--- config.mk ---
export PLATFORM = sky130hd
export DESIGN_NAME = seq_bypass_addsub_flat
export DESIGN_NICKNAME = d
export VERILOG_FILES = /design/src/rtl/seq_bypass_addsub_pkg.sv /design/src/rtl/seq_bypass_addsub_if.sv /design/src/rtl/seq_bypass_addsub_bypass_block.sv /design/src/rtl/seq_bypass_addsub.sv /design/src/flat_wrapper.sv
export SDC_FILE = /design/constraint.sdc
export NUM_CORES = 1
export LEC_CHECK = 0
export ABC_AREA = 1
export CAP_MARGIN = 25
export CORE_MARGIN = 2
export CORE_UTILIZATION = 49
export DETAILED_ROUTE_END_ITERATION = 8
export PLACE_DENSITY_LB_ADDON = 0.25
export SYNTH_ARGS = -nofsm -noshare
export SYNTH_HDL_FRONTEND = slang
export SYNTH_SLANG_ARGS = --single-unit
--- constraint.sdc ---
create_clock -name clk -period 8.9 [get_ports clk]
set_clock_uncertainty 0.15 [all_clocks]
set_input_delay 0.89 -clock clk [delete_from_list [all_inputs] [get_ports clk]]
set_output_delay 0.89 -clock clk [all_outputs]
set_load 0.03 [all_outputs]
--- src/rtl/seq_bypass_addsub_pkg.sv ---
// Shared types and defaults for the sequential block-bypass adder/subtractor.
package seq_bypass_addsub_pkg;

    typedef enum logic [1:0] {
        IDLE = 2'd0,
        RUN  = 2'd1,
        DONE = 2'd2
    } state_t;

    localparam int N_DEF = 32;
    localparam int K_DEF = 4;

endpackage

--- src/rtl/seq_bypass_addsub_if.sv ---
// Operand/result handshake bundle for seq_bypass_addsub.
interface seq_bypass_addsub_if
    import seq_bypass_addsub_pkg::*;
#(
    parameter int N = N_DEF,
    parameter int K = K_DEF
);
    localparam int CW = $clog2(N / K) + 1;

    logic          in_valid;
    logic          in_ready;
    logic [N-1:0]  a;
    logic [N-1:0]  b;
    logic          cin;
    logic          sub;
    logic          out_valid;
    logic          out_ready;
    logic [N-1:0]  sum;
    logic          cout;
    logic          of;
    logic [CW-1:0] bypass_cnt;

    modport master (
        output in_valid, a, b, cin, sub, out_ready,
        input  in_ready, out_valid, sum, cout, of, bypass_cnt
    );

    modport slave (
        input  in_valid, a, b, cin, sub, out_ready,
        output in_ready, out_valid, sum, cout, of, bypass_cnt
    );

endinterface

--- src/rtl/seq_bypass_addsub_bypass_block.sv ---
// One K-bit ripple slice with a propagate-AND carry bypass; purely combinational.
module bypass_block
    import seq_bypass_addsub_pkg::*;
#(
    parameter int K = K_DEF
) (
    input  logic [K-1:0] a_blk,
    input  logic [K-1:0] b_blk,
    input  logic         cin_blk,
    output logic [K-1:0] sum_blk,
    output logic         cout_blk,
    output logic         bypassed
);

    always_comb begin : ripple
        logic c;
        c       = cin_blk;
        sum_blk = '0;
        for (int i = 0; i < K; i++) begin
            sum_blk[i] = a_blk[i] ^ b_blk[i] ^ c;
            c          = (a_blk[i] & b_blk[i]) | (c & (a_blk[i] ^ b_blk[i]));
        end
        // When every bit propagates the block carry-out equals its carry-in.
        bypassed = &(a_blk ^ b_blk);
        cout_blk = bypassed ? cin_blk : c;
    end

endmodule

--- src/rtl/seq_bypass_addsub.sv ---
// Sequential N-bit add/sub processing K bits per cycle through a single reused
// bypass_block; counts how many block carries took the bypass path.
module seq_bypass_addsub
    import seq_bypass_addsub_pkg::*;
#(
    parameter int N = N_DEF,
    parameter int K = K_DEF
) (
    input logic                 clk,
    input logic                 rst,
    seq_bypass_addsub_if.slave  bus
);

    localparam int NB = N / K;
    localparam int IW = $clog2(NB) + 1;
    localparam int CW = $clog2(NB) + 1;

    state_t         state;
    state_t         state_nxt;

    logic [N-1:0]   a_q;
    logic [N-1:0]   beff_q;
    logic           carry_q;
    logic [IW-1:0]  idx;

    logic [N-1:0]   sum_q;
    logic           cout_q;
    logic           of_q;
    logic [CW-1:0]  cnt_q;

    logic [K-1:0]   a_blk;
    logic [K-1:0]   b_blk;
    logic [K-1:0]   sum_blk;
    logic           cout_blk;
    logic           bypassed;
    logic           last_blk;
    logic           settle;
    logic           c_msb;
    logic           in_ready;
    logic           out_valid;

    assign a_blk    = K'(a_q >> (K * idx));
    assign b_blk    = K'(beff_q >> (K * idx));
    assign last_blk = (idx == IW'(NB - 1));
    // One trailing RUN cycle after the MSB block puts out_valid N/K+1 cycles after accept.
    assign settle   = (idx == IW'(NB));
    assign c_msb    = a_q[N-1] ^ beff_q[N-1] ^ sum_blk[K-1];

    bypass_block #(.K(K)) u_blk (
        .a_blk    (a_blk),
        .b_blk    (b_blk),
        .cin_blk  (carry_q),
        .sum_blk  (sum_blk),
        .cout_blk (cout_blk),
        .bypassed (bypassed)
    );

    always_ff @(posedge clk) begin
        if (rst) state <= IDLE;
        else     state <= state_nxt;
    end

    always_comb begin
        state_nxt = state;
        case (state)
            IDLE:    if (bus.in_valid)  state_nxt = RUN;
            RUN:     if (settle)        state_nxt = DONE;
            DONE:    if (bus.out_ready) state_nxt = IDLE;
            default:                    state_nxt = IDLE;
        endcase
    end

    always_comb begin
        in_ready  = (state == IDLE);
        out_valid = (state == DONE);
    end

    // Operand capture: data only, no reset needed.
    always_ff @(posedge clk) begin
        if (state == IDLE && bus.in_valid) begin
            a_q    <= bus.a;
            beff_q <= bus.sub ? ~bus.b : bus.b;
        end
    end

    always_ff @(posedge clk) begin
        if (rst) begin
            carry_q <= 1'b0;
            idx     <= '0;
            sum_q   <= '0;
            cout_q  <= 1'b0;
            of_q    <= 1'b0;
            cnt_q   <= '0;
        end else begin
            case (state)
                IDLE: if (bus.in_valid) begin
                    carry_q <= bus.sub | bus.cin;
                    idx     <= '0;
                    sum_q   <= '0;
                    cout_q  <= 1'b0;
                    of_q    <= 1'b0;
                    cnt_q   <= '0;
                end
                RUN: if (!settle) begin
                    for (int j = 0; j < NB; j++) begin
                        if (idx == IW'(j)) sum_q[j*K +: K] <= sum_blk;
                    end
                    carry_q <= cout_blk;
                    if (bypassed) cnt_q <= cnt_q + CW'(1);
                    if (last_blk) begin
                        cout_q <= cout_blk;
                        of_q   <= c_msb ^ cout_blk;
                    end
                    idx <= idx + IW'(1);
                end
                default: ;
            endcase
        end
    end

    assign bus.in_ready   = in_ready;
    assign bus.out_valid  = out_valid;
    assign bus.sum        = sum_q;
    assign bus.cout       = cout_q;
    assign bus.of         = of_q;
    assign bus.bypass_cnt = cnt_q;

endmodule

--- src/flat_wrapper.sv ---
// flat-port wrapper written by rule: the top's interface ports become plain ports
module seq_bypass_addsub_flat import seq_bypass_addsub_pkg::*;
#(
    parameter int N = N_DEF,
    parameter int K = K_DEF
)
  (clk, rst, bus_in_valid, bus_a, bus_b, bus_cin, bus_sub, bus_out_ready, bus_in_ready, bus_out_valid, bus_sum, bus_cout, bus_of, bus_bypass_cnt);
  seq_bypass_addsub_if #(.N(N), .K(K)) bus_i ();
  input logic clk;
  input logic rst;
  input wire logic [$bits(bus_i.in_valid)-1:0] bus_in_valid;
  input wire logic [$bits(bus_i.a)-1:0] bus_a;
  input wire logic [$bits(bus_i.b)-1:0] bus_b;
  input wire logic [$bits(bus_i.cin)-1:0] bus_cin;
  input wire logic [$bits(bus_i.sub)-1:0] bus_sub;
  input wire logic [$bits(bus_i.out_ready)-1:0] bus_out_ready;
  output wire logic [$bits(bus_i.in_ready)-1:0] bus_in_ready;
  output wire logic [$bits(bus_i.out_valid)-1:0] bus_out_valid;
  output wire logic [$bits(bus_i.sum)-1:0] bus_sum;
  output wire logic [$bits(bus_i.cout)-1:0] bus_cout;
  output wire logic [$bits(bus_i.of)-1:0] bus_of;
  output wire logic [$bits(bus_i.bypass_cnt)-1:0] bus_bypass_cnt;
  assign bus_i.in_valid = bus_in_valid;
  assign bus_i.a = bus_a;
  assign bus_i.b = bus_b;
  assign bus_i.cin = bus_cin;
  assign bus_i.sub = bus_sub;
  assign bus_i.out_ready = bus_out_ready;
  assign bus_in_ready = bus_i.in_ready;
  assign bus_out_valid = bus_i.out_valid;
  assign bus_sum = bus_i.sum;
  assign bus_cout = bus_i.cout;
  assign bus_of = bus_i.of;
  assign bus_bypass_cnt = bus_i.bypass_cnt;
  seq_bypass_addsub #(.N(N), .K(K)) u_core (.clk(clk), .rst(rst), .bus(bus_i));
endmodule
After elaboration in Yosys (flattened, before gate mapping)

Cells that the tools add are included.

Bits in registers: 109
Bits in latches: 0
Bits in writable memories: 0
Memory bits (read-only): 0
Input port bits: 70
Output and inout bits: 40
Memories kept: 0

Add/subtract/negate cells: 2
$mul: 0
Divide/modulo/power cells: 0
Order comparisons: 0
Eq/ne operators: 23
Shift operators: 2
Multiplexer cells: 33
Bitwise logic cells: 26
Reduce and logical (&&, ||, !) cells: 16

Operators with widths:

| cell                | number |
|---|---|
| $mux 32             | 3 |
| $pmux 32 s2         | 1 |
| $shr 32x6->4        | 2 |
| $mux 4              | 12 |
| $reduce_and 4->1    | 10 |
| $not 32->32         | 1 |
| $ne 2x1->1 const B  | 10 |
| $eq 4x3->1 const B  | 4 |
| $pmux 4 s2          | 2 |
| $xor 1x1->1         | 11 |
| $add 4x1->4 const B | 2 |
| $and 1x1->1         | 8 |
| $eq 4x2->1 const B  | 2 |
| $mux 1              | 8 |
| $mux 2              | 3 |
| $ne 2x2->1 const B  | 3 |
| $pmux 1 s2          | 3 |
| $pmux 2 s3          | 1 |
| $reduce_and 3->1    | 2 |
| $or 1x1->1          | 5 |
| $eq 4x1->1 const B  | 1 |
| $eq 4x4->1 const B  | 1 |
| $logic_not 4->1     | 1 |
| $xor 4x4->4         | 1 |
| other kinds (5)     | 5 |

Logic depth before layout (Yosys ltp)

Gate-level depths: netlist (run 1).

Word-level depth: 15
Mapped depth: 23
Depth with buffers taken out: 21

Cells and area by module

From an unflattened synthesis (run 1), not the netlist that was laid out.

Cells, all modules: 523
Area total of the unflattened synthesis: 4961.0 µm²

By module, submodules not included:

| module            | times used | cells an instance | area an instance (µm²) |
|---|---|---|---|
| seq_bypass_addsub | 1          | 499               | 4767.1 |
| bypass_block      | 1          | 24                | 193.9 |

Least setup slack after synthesis (run 1)

Ideal clock, no wire load.

Path kind: reg2reg
Start point: reg u_core.idx[0]
End point: reg u_core.of_q, in the netlist u_core.bus.of
Library setup time: 0.132 ns
Data arrival time: 3.130 ns
Data required time: 8.618 ns
Slack: 5.488 ns
Stages on the path, launching flop included: 23
Buffers on the path: 2
Path through: dfxtp_1 > buf_2 > clkbuf_1 > o21ai_0 > o22ai_1 > nand2_1 > nand2_1 > inv_1 > fa_1 > fa_1 > inv_1 > fa_1 > inv_1 > fa_1 > inv_1 > nand2_1 > nand2_1 > nand2_1 > nand2_1 > inv_1 > nand2_1 > nand3_1 > a21oi_1

Cells in the longest elaborated chain, start to end: 15
Elaborated cells between the ends (all ways): 32
Those cells by class: eq/ne: 4; shift: 2; mux: 4; bitwise: 20; reduce/logical: 2

Ends and longest elaborated chain:

| what                                   | line                                             | RTL |
|---|---|---|
| from (decl)                            | seq_bypass_addsub.sv:24                          | `logic [IW-1:0] idx;` |
| from (signal assigned)                 | seq_bypass_addsub.sv:114                         | `idx <= idx + IW'(1);` |
| $shr 32x6->4, on equally long branches | seq_bypass_addsub.sv:42, seq_bypass_addsub.sv:43 |  |
| $xor 1x1->1                            | seq_bypass_addsub_bypass_block.sv:21             | `c = (a_blk[i] & b_blk[i]) \| (c & (a_blk[i] ^ b_blk[i]));` |
| $and 1x1->1                            | seq_bypass_addsub_bypass_block.sv:21             |  |
| $or 1x1->1                             | seq_bypass_addsub_bypass_block.sv:21             |  |
| $and 1x1->1                            | seq_bypass_addsub_bypass_block.sv:21             |  |
| $or 1x1->1                             | seq_bypass_addsub_bypass_block.sv:21             |  |
| $and 1x1->1                            | seq_bypass_addsub_bypass_block.sv:21             |  |
| $or 1x1->1                             | seq_bypass_addsub_bypass_block.sv:21             |  |
| $and 1x1->1                            | seq_bypass_addsub_bypass_block.sv:21             |  |
| $or 1x1->1                             | seq_bypass_addsub_bypass_block.sv:21             |  |
| $mux 1                                 | seq_bypass_addsub_bypass_block.sv:25             | `cout_blk = bypassed ? cin_blk : c;` |
| $xor 1x1->1                            | seq_bypass_addsub.sv:112                         | `of_q <= c_msb ^ cout_blk;` |
| $mux 1                                 | seq_bypass_addsub.sv:110                         | `if (last_blk) begin` |
| $mux 1                                 | seq_bypass_addsub.sv:104                         | `RUN: if (!settle) begin` |
| $pmux 1 s2                             | seq_bypass_addsub.sv:95                          | `case (state)` |
| to (signal assigned)                   | seq_bypass_addsub.sv:112                         |  |
| to (decl)                              | seq_bypass_addsub.sv:28                          | `logic of_q;` |

Several ways; a longest one is shown, not always the timed one. The select of a mux whose other input is x is not followed.
A chain may end at the register's enable or synchronous reset.

Worst setup path in the final report (run 1)

Start point: reg u_core.idx[1]
End point: reg u_core.sum_q[15], in the netlist u_core.bus.sum[15]

Cells in the longest elaborated chain, start to end: 12
Elaborated cells between the ends (all ways): 24
Those cells by class: eq/ne: 4; shift: 2; mux: 3; bitwise: 14; reduce/logical: 1

Ends and longest elaborated chain:

| what                                   | line                                             | RTL |
|---|---|---|
| $shr 32x6->4, on equally long branches | seq_bypass_addsub.sv:42, seq_bypass_addsub.sv:43 |  |
| $xor 1x1->1                            | seq_bypass_addsub_bypass_block.sv:21             |  |
| $and 1x1->1                            | seq_bypass_addsub_bypass_block.sv:21             |  |
| $or 1x1->1                             | seq_bypass_addsub_bypass_block.sv:21             |  |
| $and 1x1->1                            | seq_bypass_addsub_bypass_block.sv:21             |  |
| $or 1x1->1                             | seq_bypass_addsub_bypass_block.sv:21             |  |
| $and 1x1->1                            | seq_bypass_addsub_bypass_block.sv:21             |  |
| $or 1x1->1                             | seq_bypass_addsub_bypass_block.sv:21             |  |
| $xor 1x1->1                            | seq_bypass_addsub_bypass_block.sv:20             | `sum_blk[i] = a_blk[i] ^ b_blk[i] ^ c;` |
| $mux 4                                 | seq_bypass_addsub.sv:106                         | `if (idx == IW'(j)) sum_q[j*K +: K] <= sum_blk;` |
| $mux 32                                | seq_bypass_addsub.sv:104                         |  |
| $pmux 32 s2                            | seq_bypass_addsub.sv:95                          |  |
| to (signal, indexed assignment)        | seq_bypass_addsub.sv:106                         |  |
| to (decl)                              | seq_bypass_addsub.sv:26                          | `logic [N-1:0] sum_q;` |

Several ways; a longest one is shown, not always the timed one. The select of a mux whose other input is x is not followed.

==> results of run 1 <==
-- power by group through the flow --
stage	logic, mW	clock network [mW]	registers [mW]
4_1_cts	0.270	0.271	0.598
6_report	0.269	0.264	0.598
3_5_place_dp	0.269	0	0.610
5_1_grt	0.296	0.288	0.602
2_1_floorplan	0.140	0	0.637
3_3_place_gp	0.261	0	0.609
-- kinds of logic (layout without fill, tap and decap cells) --
logic type      after synthesis  count (layout)  share of synthesized area
compound gates              105             105                     0.1145
xor+xnor                     34              34                    0.06028
fa+ha+maj                    13              13                    0.03901
buf+inv                      60             168                    0.05294
flops                       109             109                     0.5714
simple gates                185             185                     0.1619
-- worst max-delay path by stage --
stage / end
floorplan: u_core.bus.of$_SDFFE_PP0P_
global placement: u_core.bus.sum[15]$_SDFFE_PP0P_
detailed placement: u_core.bus.sum[15]$_SDFFE_PP0P_
CTS: u_core.bus.sum[15]$_SDFFE_PP0P_
global route: u_core.bus.sum[11]$_SDFFE_PP0P_
finish: u_core.bus.sum[15]$_SDFFE_PP0P_
-- flip-flops by register name, indices dropped and copies added (netlist names) --
signal                 count
u_core.a_q                32
u_core.beff_q             32
u_core.bus.sum            32
u_core.bus.bypass_cnt      4
u_core.idx                 4
u_core.state               2
u_core.bus.cout            1
u_core.bus.of              1
u_core.carry_q             1
-- synth_stat cells --
cell	instances
nor2_1	84
nand2_1	65
edfxtp_1	64
o21ai_0	57
dfxtp_1	45
xor2_1	34
inv_1	29
a21oi_1	21
nand3_1	21
o22ai_1	16
inv_2	10
ha_1	9
clkbuf_1	8
buf_2	7
nand2_2	6
o21ai_1	5
o21ai_2	5
fa_1	4
nand2_4	3
nor2_4	3
nor3_1	2
a31oi_1	1
buf_1	1
buf_6	1
buf_8	1
clkbuf_2	1
inv_4	1
inv_6	1
nand2_8	1
-- metal layers --
| metal | wire length (um) | part of all wire |
|---|---|---|
| met1 | 4256 | 0.41 |
| met3 | 739 | 0.071 |
| met2 | 5169 | 0.50 |
| met5 | 0 | 0 |
| met4 | 236 | 0.023 |
-- stage by stage --
| stage | total power [mW] | cell area [um^2] | utilization | instances |
|---|---|---|---|---|
| 3_3_place_gp | 0.8696 | 6107 | 0.6248 | 731 |
| 3_5_place_dp | 0.8788 | 6107 | 0.6248 | 731 |
| 5_1_grt | 1.187 | 6276 | 0.6421 | 747 |
| 6_report | 1.131 | 6276 | 0.6421 | 747 |
| 4_1_cts | 1.139 | 6276 | 0.6421 | 747 |
| 2_1_floorplan | 0.7762 | 4940 | - | 506 |
-- worst min-delay path, cell delays in order, from the launching register on --
cell and delay, ns:
dfxtp_1 0.32, nand2_1 0.06, a21oi_1 0.05
-- final cells by class --
| type | instances | area [um^2] |
|---|---|---|
| fillers | 781 | 3498 |
| flip-flops and latches | 109 | 2823 |
| multi-input cells | 337 | 1856 |
| repair buffers | 111 | 1101 |
| well taps | 133 | 166.4 |
| inverters | 41 | 161.4 |
| clock buffers | 11 | 141.4 |
| clock inverters | 5 | 27.53 |
==> impl_metrics.env, run 1 <==
export IMPL_cp_start_kind="flop"
export IMPL_setup_viol=0
export IMPL_finalHoldViolations=0
export IMPL_drtIter0Drc=173
export IMPL_period_share=0.4658
export IMPL_layout_commonest_cell="clkdlybuf4s50_1"
export IMPL_timing_slew_headroom=0.3908
export IMPL_wire_per_inst_um=13.93
export IMPL_wl_mm=10.40
export IMPL_dpl_hpwl_mm=7.565
export IMPL_io_pins=110
export IMPL_min_period_ns=4.145
export IMPL_cts_tree="built"
export IMPL_syn_avg_cell_area_um2=9.762
export IMPL_hold_buffers=0
export IMPL_tightest_slew_ns=0.9109
export IMPL_reg2reg_slack_ns=4.75
export IMPL_clk_path_buf_depth=2
export IMPL_numCtsBuffers=9
export IMPL_p_comb_frac=0.238
export IMPL_port_buffers=109
export IMPL_grt_pass1_vias=3624
export IMPL_die_height_um=104.4
export IMPL_grt_ovfl_total=0
export IMPL_diodes=0
export IMPL_yosys_register_bits=109
export IMPL_fin_tns_setup_ns=0
export IMPL_grt_util_all_layers=0.1960
export IMPL_final_cell_mix="clkdlybuf4s50_1 (108), nor2_1 (84), nand2_1 (65), edfxtp_1 (64), o21ai_0 (57)"
export IMPL_start_util=0.5054
export IMPL_setup_ws_ns=4.755
export IMPL_synth_area_top_cells="edfxtp_1 (39%), dfxtp_1 (18%), nor2_1 (6.4%), xor2_1 (6.0%), o21ai_0 (5.8%)"
export IMPL_power_frac_seq=0.529
export IMPL_grt_max_degree=67
export IMPL_grt_met1_usage=0.2337
export IMPL_use_met3=0.04950
export IMPL_cp_slowest_cell="dfxtp_1"
export IMPL_fp_dieArea_um2=10900
export IMPL_grt_antenna_before_repair=0
export IMPL_synthCells=506
export IMPL_route_detailed_drc=0
export IMPL_vias=3806
export IMPL_ff2ff_path_depth=15
export IMPL_syn_cell_area_um2=4940
export IMPL_cp_required_ns=9.04
export IMPL_place_congestion=0.7739
export IMPL_drive_above_1_share=0.07329
export IMPL_vdd_ir_drop_worst_mv=0.08066
export IMPL_grt_pass1_wl_mm=16.90
export IMPL_ys_warn_count=0
export IMPL_worstHoldStart="u_core.bus.sum[13]$_SDFFE_PP0P_"
export IMPL_min_delay_worst_endpoint="u_core.bus.sum[13]$_SDFFE_PP0P_"
export IMPL_area_growth_pct=27.05
export IMPL_path_buf_inv=4
export IMPL_cts_sinks=109
export IMPL_post_cts_resized=0
export IMPL_critPathKind="flop to flop"
export IMPL_rsz0062_at_grt="false"
export IMPL_antenna_left=0
export IMPL_p_clk_frac=0.234
export IMPL_slowest_delay_ns=0.54
export IMPL_firstDrtPassIters=5
export IMPL_drv_slew=0
export IMPL_maxCapViolCount=0
export IMPL_r2r_start="u_core.idx[1]$_SDFFE_PP0P_"
export IMPL_cts_setup_buffers=0
export IMPL_whs_ns=0.3156
export IMPL_insertion_delay_ns=0.37
export IMPL_rows=36
export IMPL_synth_top_area_cell="edfxtp_1"
export IMPL_fp_dieW_um=104.4
export IMPL_cts_reportedPaths_clkPinSlew_ns=0.10
export IMPL_endpoint_kind="flop"
export IMPL_yosysUniqueCellTypes=29
export IMPL_syn_nets=589
export IMPL_yosysSeqAreaShare=0.5714
export IMPL_hp_class="flop to flop"
export IMPL_nets=692
export IMPL_root_buffer="clkbuf_8"
export IMPL_leakage_nw=2.418
export IMPL_core_um2=9774
export IMPL_whs_path_depth=2
export IMPL_synthDominantCellAreaShare=0.3891
export IMPL_pre_cts_slack_ns=4.806
export IMPL_crit_cells=15
export IMPL_cp_max_fo=20
export IMPL_cp_data_arrival_time_ns=4.28
export IMPL_power_internal_uw=793.9
export IMPL_power_density_nw_per_um2=180.2
export IMPL_grt_most_used_layer="met2"
export IMPL_sw_frac_of_total=0.2982
export IMPL_status="finished clean"
export IMPL_path_cells="inv_1 > o21ai_0 > o22ai_1 > nand2_1 > nand2_1 > inv_1 > fa_1 > fa_1 > inv_1 > fa_1 > inv_1 > fa_1 > nor2_1 > nand3_1 > a21oi_1"
export IMPL_crit_start="u_core.idx[1]$_SDFFE_PP0P_"
export IMPL_p_sw_uw=337.4
export IMPL_fmax_ghz=0.2412
export IMPL_h_tree_depth=3
export IMPL_critPathTopFamily="adder cells"
export IMPL_r2r_end="u_core.bus.sum[15]$_SDFFE_PP0P_"
export IMPL_viasPerCell=5.095
export IMPL_gr_usage_met2=0.3282
Power figures use the tool's default switching activity.
==> inputs of run 2 (changes only) <==
==> constraint.sdc (replaced) <==
create_clock -name clk -period 3.9 [get_ports clk]
set_clock_uncertainty 0.15 [all_clocks]
set_input_delay 0.39 -clock clk [delete_from_list [all_inputs] [get_ports clk]]
set_output_delay 0.39 -clock clk [all_outputs]
set_load 0.03 [all_outputs]
==> impl_metrics.env, run 2 (synthesis gave the netlist of run 1 again) <==
export IMPL_status="finished clean"
export IMPL_die_height_um=104.4
export IMPL_grt_max_degree=34
export IMPL_insertion_delay_ns=0.37
export IMPL_drtIter0Drc=206
export IMPL_grt_pass1_vias=3709
export IMPL_min_period_ns=3.538
export IMPL_antenna_left=0
export IMPL_rsz0062_at_grt="false"
export IMPL_dpl_hpwl_mm=7.956
export IMPL_worstHoldStart="u_core.bus.sum[9]$_SDFFE_PP0P_"
export IMPL_path_cells="inv_1 > o21ai_0 > o22ai_1 > nand2_1 > nand2_1 > inv_1 > fa_1 > fa_1 > inv_1 > fa_1 > inv_1 > fa_1 > inv_1 > nand2_1 > nand2_1 > nand2_1 > nand2_1 > inv_1 > nand2_1 > nand3_1 > a21oi_1"
export IMPL_slowest_delay_ns=0.51
export IMPL_viasPerCell=5.099
export IMPL_cp_start_kind="flop"
export IMPL_root_buffer="clkbuf_8"
export IMPL_grt_pass1_wl_mm=17.17
export IMPL_cp_data_arrival_time_ns=3.63
export IMPL_cts_reportedPaths_clkPinSlew_ns=0.11
export IMPL_cts_sinks=109
export IMPL_pre_cts_slack_ns=0.3470
export IMPL_total_power_mw=2.639
export IMPL_r2r_end="u_core.bus.of$_SDFFE_PP0P_"
export IMPL_grt_antenna_before_repair=0
export IMPL_cp_max_fo=11
export IMPL_cpMostUsedCell="nand2_1"
export IMPL_cp_slowest_cell="fa_1"
export IMPL_timing_critical_path_to="u_core.bus.of$_SDFFE_PP0P_"
export IMPL_rows=36
export IMPL_port_buffers=109
export IMPL_numCtsBuffers=9
export IMPL_grt_ovfl_total=0
export IMPL_final_cell_mix="clkdlybuf4s50_1 (108), nor2_1 (84), nand2_1 (65), edfxtp_1 (64), o21ai_0 (57)"
export IMPL_cts_setup_buffers=0
export IMPL_fmax_ghz=0.2827
export IMPL_path_buf_inv=6
export IMPL_vdd_ir_drop_worst_mv=0.2172
export IMPL_area_growth_pct=29.00
export IMPL_timing_slew_headroom=0.4419
export IMPL_start_util=0.5054
export IMPL_crit_cells=21
export IMPL_tightest_slew_ns=0.8371
export IMPL_setup_ws_ns=0.3621
export IMPL_place_congestion=0.8390
export IMPL_fp_dieW_um=104.4
export IMPL_h_tree_depth=3
export IMPL_wl_mm=10.48
export IMPL_reg2reg_slack_ns=0.36
export IMPL_finalHoldViolations=0
export IMPL_grt_util_all_layers=0.1954
export IMPL_hp_class="flop to flop"
export IMPL_endpoint_kind="flop"
export IMPL_r2r_start="u_core.idx[1]$_SDFFE_PP0P_"
export IMPL_leakage_nw=2.475
export IMPL_drive_above_1_share=0.09470
export IMPL_diodes=0
export IMPL_fin_util=0.6519
export IMPL_drv_slew=0
export IMPL_critPathKind="flop to flop"
export IMPL_setup_viol=0
export IMPL_core_um2=9774
export IMPL_route_detailed_drc=0
export IMPL_nets=701
export IMPL_critPathTopFamily="adder cells"
export IMPL_maxCapViolCount=0
export IMPL_ff2ff_path_depth=21
export IMPL_firstDrtPassIters=5
export IMPL_fin_tns_setup_ns=0
export IMPL_cp_required_ns=3.99
export IMPL_vias=3855
export IMPL_cts_tree="built"
export IMPL_design_area_um2=6372
export IMPL_power_density_nw_per_um2=414.1
export IMPL_crit_start="u_core.idx[1]$_SDFFE_PP0P_"
export IMPL_clk_path_buf_depth=2
export IMPL_place_area_um2=6175
export IMPL_wire_per_inst_um=13.86
export IMPL_period_share=0.9072
export IMPL_layout_commonest_cell="clkdlybuf4s50_1"
export IMPL_fp_dieArea_um2=10900
export IMPL_io_pins=110
export IMPL_fill_cells=815
==> run 2: cell types whose count changed in the layout (fill, tap and decap cells not counted) <==
cell      before  now
inv_1         29   28
clkinv_1       3    1
inv_8          0    2
dfxtp_1       45   44
inv_6          1    4
dfxtp_2        0    1
clkbuf_8      10    9
clkbuf_1       1    0
buf_8          0    1
buf_4          2   10
==> run 2: layout make-up <==
type	count	area, um^2	share of cell area
clock buffers	9	123.9	0.01944
inverters	41	165.2	0.02592
repair buffers	120	1176	0.1846
well taps	133	166.4	0.02611
clock inverters	7	61.31	0.009621
multi-input cells	337	1856	0.2912
flip-flops and latches	109	2824	0.4432
==> run 2: per-stage QoR <==
step,hold slack (ns),cells
finish,0.3224,756
global route,0.3451,756
CTS,0.3220,756
detailed placement,0.3051,740
global placement,0.3027,740
floorplan,0.3091,506
==> run 2: how the worst min path moves through the flow <==
stage / slack, ns / cells after the start / endpoint
2_1_floorplan: 0.31 / 1 / u_core.idx[1]$_SDFFE_PP0P_
3_3_place_gp: 0.30 / 2 / u_core.bus.sum[24]$_SDFFE_PP0P_
3_5_place_dp: 0.31 / 2 / u_core.bus.sum[24]$_SDFFE_PP0P_
4_1_cts: 0.32 / 2 / u_core.bus.sum[24]$_SDFFE_PP0P_
5_1_grt: 0.35 / 2 / u_core.bus.sum[11]$_SDFFE_PP0P_
6_report: 0.32 / 2 / u_core.bus.sum[9]$_SDFFE_PP0P_
==> run 2: where the power goes <==
group          internal [mW]  total, mW  switching (mW)
clock                  0.248      0.646           0.398
sequential              1.32       1.36          0.0418
combinational          0.255      0.629           0.374
total                   1.83       2.64           0.814
==> run 2: metal layers <==
layer  part of all wire  GRT usage
met5                  0          0
met4              0.014    0.06274
met3              0.062    0.03258
met2               0.50     0.3539
met1               0.42     0.2357
==> run 2: tightest hold or removal path, stage by stage (launching register included) <==
cell and delay [ns]:
dfxtp_1 0.33, nand2_1 0.06, a21oi_1 0.05
==> run 2: repair_timing <==
action | in CTS | in global routing
hold buffers | 0 | 0
resized for setup | 0 | 4
endpoints found under the setup margin | 0 | 1
